## src/rtl/o_counter.sv

```systemverilog
// ---------------------------------------------------------------------------
// o_counter
//
// Raster position tracker for the scope-video capture path. Follows the
// scope pixel clock and its active-low HSYNC/VSYNC, and produces:
//   - visible-relative pixel coordinates inside a fixed capture window,
//   - a visible strobe used downstream as BRAM write enable / address step,
//   - a frame-lock indicator (SYNC),
//   - a 50 % duty heartbeat toggling every HALF_PERIOD_FRAMES frames.
//
// Ports
//   O_CLK      in   scope pixel clock, all state on its rising edge
//   O_RST_N    in   asynchronous active-low reset
//   ENABLE     in   capture enable (gates O_VISIBLE/O_X/O_Y only)
//   O_HS       in   horizontal sync, active-low
//   O_VS       in   vertical sync, active-low
//   O_X        out  [9:0] visible-relative column (0 outside window)
//   O_Y        out  [8:0] visible-relative row    (0 outside window)
//   O_VISIBLE  out  current pixel inside the capture window
//   PULSE_1HZ  out  heartbeat square wave derived from the frame rate
//   SYNC       out  frame timing locked
// ---------------------------------------------------------------------------

// ---------------------------------------------------------------------------
// o_counter_edge
//
// One sync input: registers the level once and flags the falling edge in the
// cycle where the low level is first sampled. The delayed copy resets high so
// a sync input that is already low out of reset still produces an edge.
//
// Ports
//   O_CLK    in   pixel clock
//   O_RST_N  in   asynchronous active-low reset
//   din      in   raw sync level
//   fall     out  din low now, high on the previous sample
// ---------------------------------------------------------------------------
module o_counter_edge (
    input  logic O_CLK,
    input  logic O_RST_N,
    input  logic din,
    output logic fall
);

    logic din_d;

    always_ff @(posedge O_CLK or negedge O_RST_N) begin
        if (!O_RST_N) din_d <= 1'b1;
        else          din_d <= din;
    end

    assign fall = ~din & din_d;

endmodule

module o_counter #(
    parameter int H_START            = 100,
    parameter int H_VISIBLE          = 576,
    parameter int V_START            = 20,
    parameter int V_VISIBLE          = 368,
    parameter int HALF_PERIOD_FRAMES = 30,
    parameter int LOCK_FRAMES        = 2
) (
    input  logic       O_CLK,
    input  logic       O_RST_N,
    input  logic       ENABLE,
    input  logic       O_HS,
    input  logic       O_VS,
    output logic [9:0] O_X,
    output logic [8:0] O_Y,
    output logic       O_VISIBLE,
    output logic       PULSE_1HZ,
    output logic       SYNC
);

    // ------------------------------------------------------------------
    // Constants
    // ------------------------------------------------------------------
    localparam int NUM_SYNC = 2;
    localparam int SYNC_HS  = 0;
    localparam int SYNC_VS  = 1;

    localparam logic [9:0] HCNT_MAX = 10'h3FF;
    localparam logic [8:0] VCNT_MAX = 9'h1FF;

    // Window bounds carry one spare bit so H_START+H_VISIBLE = 1024 (or
    // V_START+V_VISIBLE = 512) still forms a valid exclusive upper bound.
    localparam logic [10:0] H_LO  = 11'(H_START);
    localparam logic [10:0] H_HI  = 11'(H_START + H_VISIBLE);
    localparam logic [9:0]  V_LO  = 10'(V_START);
    localparam logic [9:0]  V_HI  = 10'(V_START + V_VISIBLE);
    localparam logic [9:0]  H_OFS = 10'(H_START);
    localparam logic [8:0]  V_OFS = 9'(V_START);

    localparam int MW = (LOCK_FRAMES > 0) ? $clog2(LOCK_FRAMES + 1) : 1;
    localparam int FW = (HALF_PERIOD_FRAMES > 1) ? $clog2(HALF_PERIOD_FRAMES) : 1;

    localparam logic [MW-1:0] LOCK_M  = MW'(LOCK_FRAMES);
    localparam logic [FW-1:0] FC_LAST = FW'(HALF_PERIOD_FRAMES - 1);

    // ------------------------------------------------------------------
    // Sync edge detection
    // ------------------------------------------------------------------
    logic [NUM_SYNC-1:0] sync_lvl;
    logic [NUM_SYNC-1:0] sync_fall;
    logic                hs_fall;
    logic                vs_fall;

    assign sync_lvl = {O_VS, O_HS};

    generate
        for (genvar g = 0; g < NUM_SYNC; g++) begin : g_edge
            o_counter_edge u_edge (
                .O_CLK   (O_CLK),
                .O_RST_N (O_RST_N),
                .din     (sync_lvl[g]),
                .fall    (sync_fall[g])
            );
        end
    endgenerate

    assign hs_fall = sync_fall[SYNC_HS];
    assign vs_fall = sync_fall[SYNC_VS];

    // ------------------------------------------------------------------
    // Raster counters
    // ------------------------------------------------------------------
    logic [9:0] hcnt, hcnt_nxt;
    logic [8:0] vcnt, vcnt_nxt;

    always_comb begin
        hcnt_nxt = hcnt;
        if (hs_fall)               hcnt_nxt = '0;
        else if (hcnt != HCNT_MAX) hcnt_nxt = hcnt + 10'd1;
    end

    // VS edge takes priority over a coincident HS edge so the first line of
    // a frame is row 0, not row 1.
    always_comb begin
        vcnt_nxt = vcnt;
        if (vs_fall)                           vcnt_nxt = '0;
        else if (hs_fall && vcnt != VCNT_MAX)  vcnt_nxt = vcnt + 9'd1;
    end

    always_ff @(posedge O_CLK or negedge O_RST_N) begin
        if (!O_RST_N) begin
            hcnt <= '0;
            vcnt <= '0;
        end else begin
            hcnt <= hcnt_nxt;
            vcnt <= vcnt_nxt;
        end
    end

    // ------------------------------------------------------------------
    // Frame lock
    // ------------------------------------------------------------------
    // A frame qualifies when its line count repeats the previous one, is
    // long enough to contain the whole window, and the row counter never
    // pinned at its ceiling (which would mean VS went missing).
    logic [8:0]    prev_vcnt;
    logic          sat_q;
    logic [MW-1:0] match_q, match_nxt;
    logic          sync_q;
    logic          frame_good;
    logic          vs_lost;

    assign frame_good = (vcnt == prev_vcnt) && ({1'b0, vcnt} >= V_HI) && !sat_q;
    assign vs_lost    = ~vs_fall & (vcnt_nxt == VCNT_MAX);

    always_comb begin
        match_nxt = '0;
        if (frame_good) match_nxt = (match_q == LOCK_M) ? match_q : match_q + MW'(1);
    end

    // ------------------------------------------------------------------
    // Heartbeat
    // ------------------------------------------------------------------
    logic [FW-1:0] frame_cnt;
    logic          pulse_q;

    always_ff @(posedge O_CLK or negedge O_RST_N) begin
        if (!O_RST_N) begin
            prev_vcnt <= '0;
            sat_q     <= 1'b0;
            match_q   <= '0;
            sync_q    <= 1'b0;
            frame_cnt <= '0;
            pulse_q   <= 1'b0;
        end else if (vs_fall) begin
            prev_vcnt <= vcnt;
            sat_q     <= 1'b0;
            match_q   <= match_nxt;
            sync_q    <= (match_nxt == LOCK_M);
            if (frame_cnt == FC_LAST) begin
                frame_cnt <= '0;
                pulse_q   <= ~pulse_q;
            end else begin
                frame_cnt <= frame_cnt + FW'(1);
            end
        end else if (vs_lost) begin
            // Drop lock in the same cycle the row counter pins, not at the
            // next VS edge, which may never come.
            sat_q   <= 1'b1;
            match_q <= '0;
            sync_q  <= 1'b0;
        end
    end

    // ------------------------------------------------------------------
    // Window decode (combinational so O_VS low masks with zero latency)
    // ------------------------------------------------------------------
    logic in_h, in_v;

    assign in_h = ({1'b0, hcnt} >= H_LO) && ({1'b0, hcnt} < H_HI);
    assign in_v = ({1'b0, vcnt} >= V_LO) && ({1'b0, vcnt} < V_HI);

    assign O_VISIBLE = ENABLE & O_VS & in_h & in_v;
    assign O_X       = O_VISIBLE ? (hcnt - H_OFS) : '0;
    assign O_Y       = O_VISIBLE ? (vcnt - V_OFS) : '0;
    assign SYNC      = sync_q;
    assign PULSE_1HZ = pulse_q;

endmodule

```

## config.mk

```make
export PLATFORM = sky130hd
export DESIGN_NAME = o_counter
export DESIGN_NICKNAME = d
export VERILOG_FILES = /design/src/rtl/o_counter.sv
export SDC_FILE = /design/constraint.sdc
export NUM_CORES = 1
export LEC_CHECK = 0
export ABC_AREA = 1
export CORE_MARGIN = 3
export CORE_UTILIZATION = 45
export DETAILED_ROUTE_END_ITERATION = 10
export HOLD_SLACK_MARGIN = 0.15
export PLACE_DENSITY = 0.67
export SKIP_CTS_REPAIR_TIMING = 1
export SLEW_MARGIN = 5
export SYNTH_ARGS = -nofsm -noshare
export SYNTH_HDL_FRONTEND = slang
export SYNTH_SLANG_ARGS = --single-unit
export TNS_END_PERCENT = 50
```

## constraint.sdc

```tcl
create_clock -name O_CLK -period 3.7 [get_ports O_CLK]
set_clock_uncertainty 0.1 [all_clocks]
set_input_delay 0.74 -clock O_CLK [delete_from_list [all_inputs] [get_ports O_CLK]]
set_output_delay 0.74 -clock O_CLK [all_outputs]
set_load 0.01 [all_outputs]
```

==> results.cfg <==
[status]
status = completed

[global_route]
top_usage_layer = met2
globalRouteMet3Util_pct = 3.70
grt_max_degree = 41
grt_use_met2_pct = 26.8
antenna_found_initial = 0
grt_pass1_wl_mm = 9.09
grt_overflow = 0
grt_pass1_vias = 1888
met1_usage_pct = 26.3
grt_usage_pct = 18.1

[flow_run]
maxCapViolCount = 0

[power_and_ir_drop]
internal_power_uw = 765
p_sw_share_pct = 32.5
p_sw_uw = 369
peakVddDrop_mv = 0.323
power_frac_clock_pct = 28.9
cellPowerDensity_mw_per_mm2 = 389
cellLeakagePower_nw = 1.45
comb_power_share_pct = 21.6
seq_power_share_pct = 49.5

[logic_synthesis]
synth_top_area_cell = dfrtp_1
synth.ff_latch_count = 40
yosys_warnings = 0
netlist_top_cells_area = dfrtp_1 38%, nand2_1 8.9%, ha_1 7.0%
seq_area_frac_synth_pct = 40.3
synth-edff-count = 0
synth_nets = 336
synth.avg_cell_area_um2 = 7.86
synth_top_area_share_pct = 38.2
synthCells = 317
synthMostInstantiatedCell = nand2_1
synth.cells.most_frequent = 59 x nand2_1, 38 x dfrtp_1, 38 x nor2_1
synth_cell_types = 28
netlist_area_mm2 = 0.00249
synthArstFlopShare_pct = 100
synth_ff_type = dfrtp_1

[final_layout]
multi_input_area_mm2 = 0.00129
layout.area.seq_mm2 = 0.00100
area_growth_pct = 17.0
fill_cells = 483
finalNonFillerCells = 416
drive_above_1_share_pct = 11.0
antenna_cells = 0
final_core_util_pct = 55.6
fin_area_mm2 = 0.00291
final_net_count = 364

[clocking]
cts_buffer_depth = 2
cts-root-buf = clkbuf_8
clkSlewWorstSetupHoldPaths_ns = 0.07
clkSinkCount = 40
cts_tree = done
h-tree-depth = 2
cts_buffers = 5
insertion_delay_ns = 0.30

[worst_setup_path]
required_ns = 2.86
end_kind = output pin
path_class = input pin to output pin
path_max_fanout = 7
cp.arrival_ns = 2.45
worstSetupStartpointType = input pin
worstRegToRegCells = 13

[sta]
fmax_ghz = 0.304
slew_headroom_pct = 38.0
tns_ns = 0
tightestPinTransition_ns = 0.930
holdWs_ns = 0.378
hold_viol = 0
setup_viol = 0
final.period_utilization_pct = 89.0
maxSlewViolCount = 0
rsz0062_at_grt = false
fin_crit_ns = 3.29

[route]
vias_per_cell = 5.00
drt-total-wl_mm = 5.31
drtAntennaViolNets = 0
dr.pass1.iters = 4
drc = 0
wl_per_cell_um = 12.8
num_vias = 2079
drt_iter0_markers = 124

[placed_design]
gp_routability_congestion = 0.813
dp_hpwl_mm = 3.91
place_area_mm2 = 0.00281
io_buffer_count = 26
placed_cells = 408

[worst_hold_path]
holdPathStages = 1
hold_path.class = flip-flop to flip-flop

[floorplan]
dieHeight_um = 80.4
start_util_pct = 47.6
fp.coreArea_mm2 = 0.00524
ios = 27
fp-row-count = 26
die_w_um = 80.4
dieArea_mm2 = 0.00646
==> flip-flops by register name, summed over array words and instances (netlist names) <==
signal and count:
vcnt 9, g_edge.u_edge.din_d 2, prev_vcnt 9, frame_cnt 5
hcnt 10, SYNC 1, sat_q 1, PULSE_1HZ 1
match_q 2
==> layout make-up <==
| cell class | instances | area share, % |
|---|---|---|
| multi-input cells | 228 | 44.4 |
| flip-flops and latches | 40 | 34.4 |
| repair buffers | 28 | 9.27 |
| inverters | 42 | 5.41 |
| clock buffers | 8 | 3.43 |
| well taps | 70 | 3.01 |
==> power groups by stage <==
stage | Clock (mW) | Combinational, mW | Sequential (mW)
6_report | 0.328 | 0.245 | 0.561
5_1_grt | 0.353 | 0.281 | 0.570
4_1_cts | 0.338 | 0.248 | 0.560
3_5_place_dp | 0 | 0.247 | 0.568
3_3_place_gp | 0 | 0.241 | 0.566
2_1_floorplan | 0 | 0.178 | 0.557
==> critical path, stage by stage <==
cell             delay (ns)
clkdlybuf4s50_1        0.58
nand3_1                0.10
nor2_1                 0.09
nand3_1                0.09
buf_4                  0.17
nor2_1                 0.12
clkdlybuf4s50_1        0.55
==> worst paths after layout <==
check                      startpoint      endpoint  slack, ns
min in group asynchronous     O_RST_N       hcnt[5]       0.47
hold reg to reg             PULSE_1HZ     PULSE_1HZ       0.38
max in group asynchronous     O_RST_N  prev_vcnt[6]       2.43
setup reg to reg              vcnt[2]    match_q[0]       1.20
hold / removal              PULSE_1HZ     PULSE_1HZ       0.38
setup / recovery                 O_VS        O_X[0]       0.41
==> per-stage QoR <==
stage               total power [mW]  setup slack (ns)
floorplan                      0.735              1.37
CTS                             1.15             0.399
global route                    1.20             0.226
finish                          1.13             0.406
global placement               0.807             0.404
detailed placement             0.815             0.406
==> cells by family (layout without fill, tap and decap cells) <==
logic type / Yosys count / in the layout / share of synthesized area [%]
adder cells (fa/ha/maj): 14 / 14 / 7.03
AO/OA/AOI/OAI: 37 / 37 / 7.94
flip-flops: 40 / 40 / 40.3
AND/OR/NAND/NOR: 158 / 158 / 30.3
XOR/XNOR: 19 / 19 / 6.68
buffers and inverters: 49 / 78 / 7.74
==> cells in the final DEF, fill, tap and decap left out, drive strengths merged <==
cell	instances
nand2	61
a21oi	11
buf	3
a31oi	5
ha	14
inv	42
dfstp	2
nand3	29
nor3	6
a211oi	2
o22ai	1
nor2	50
clkdlybuf4s50	25
dfrtp	38
xnor2	3
o21ai	18
or2	2
nor3b	1
clkbuf	8
xor2	16
nand4	9
==> per-layer routing <==
metal / vias to the layer above / wire [um]
li1: 1075 / -
met1: 960 / 2710
met2: 38 / 2310
met3: 6 / 216
met4: 0 / 70
met5: - / 0
(Power assumes the default switching activity.)
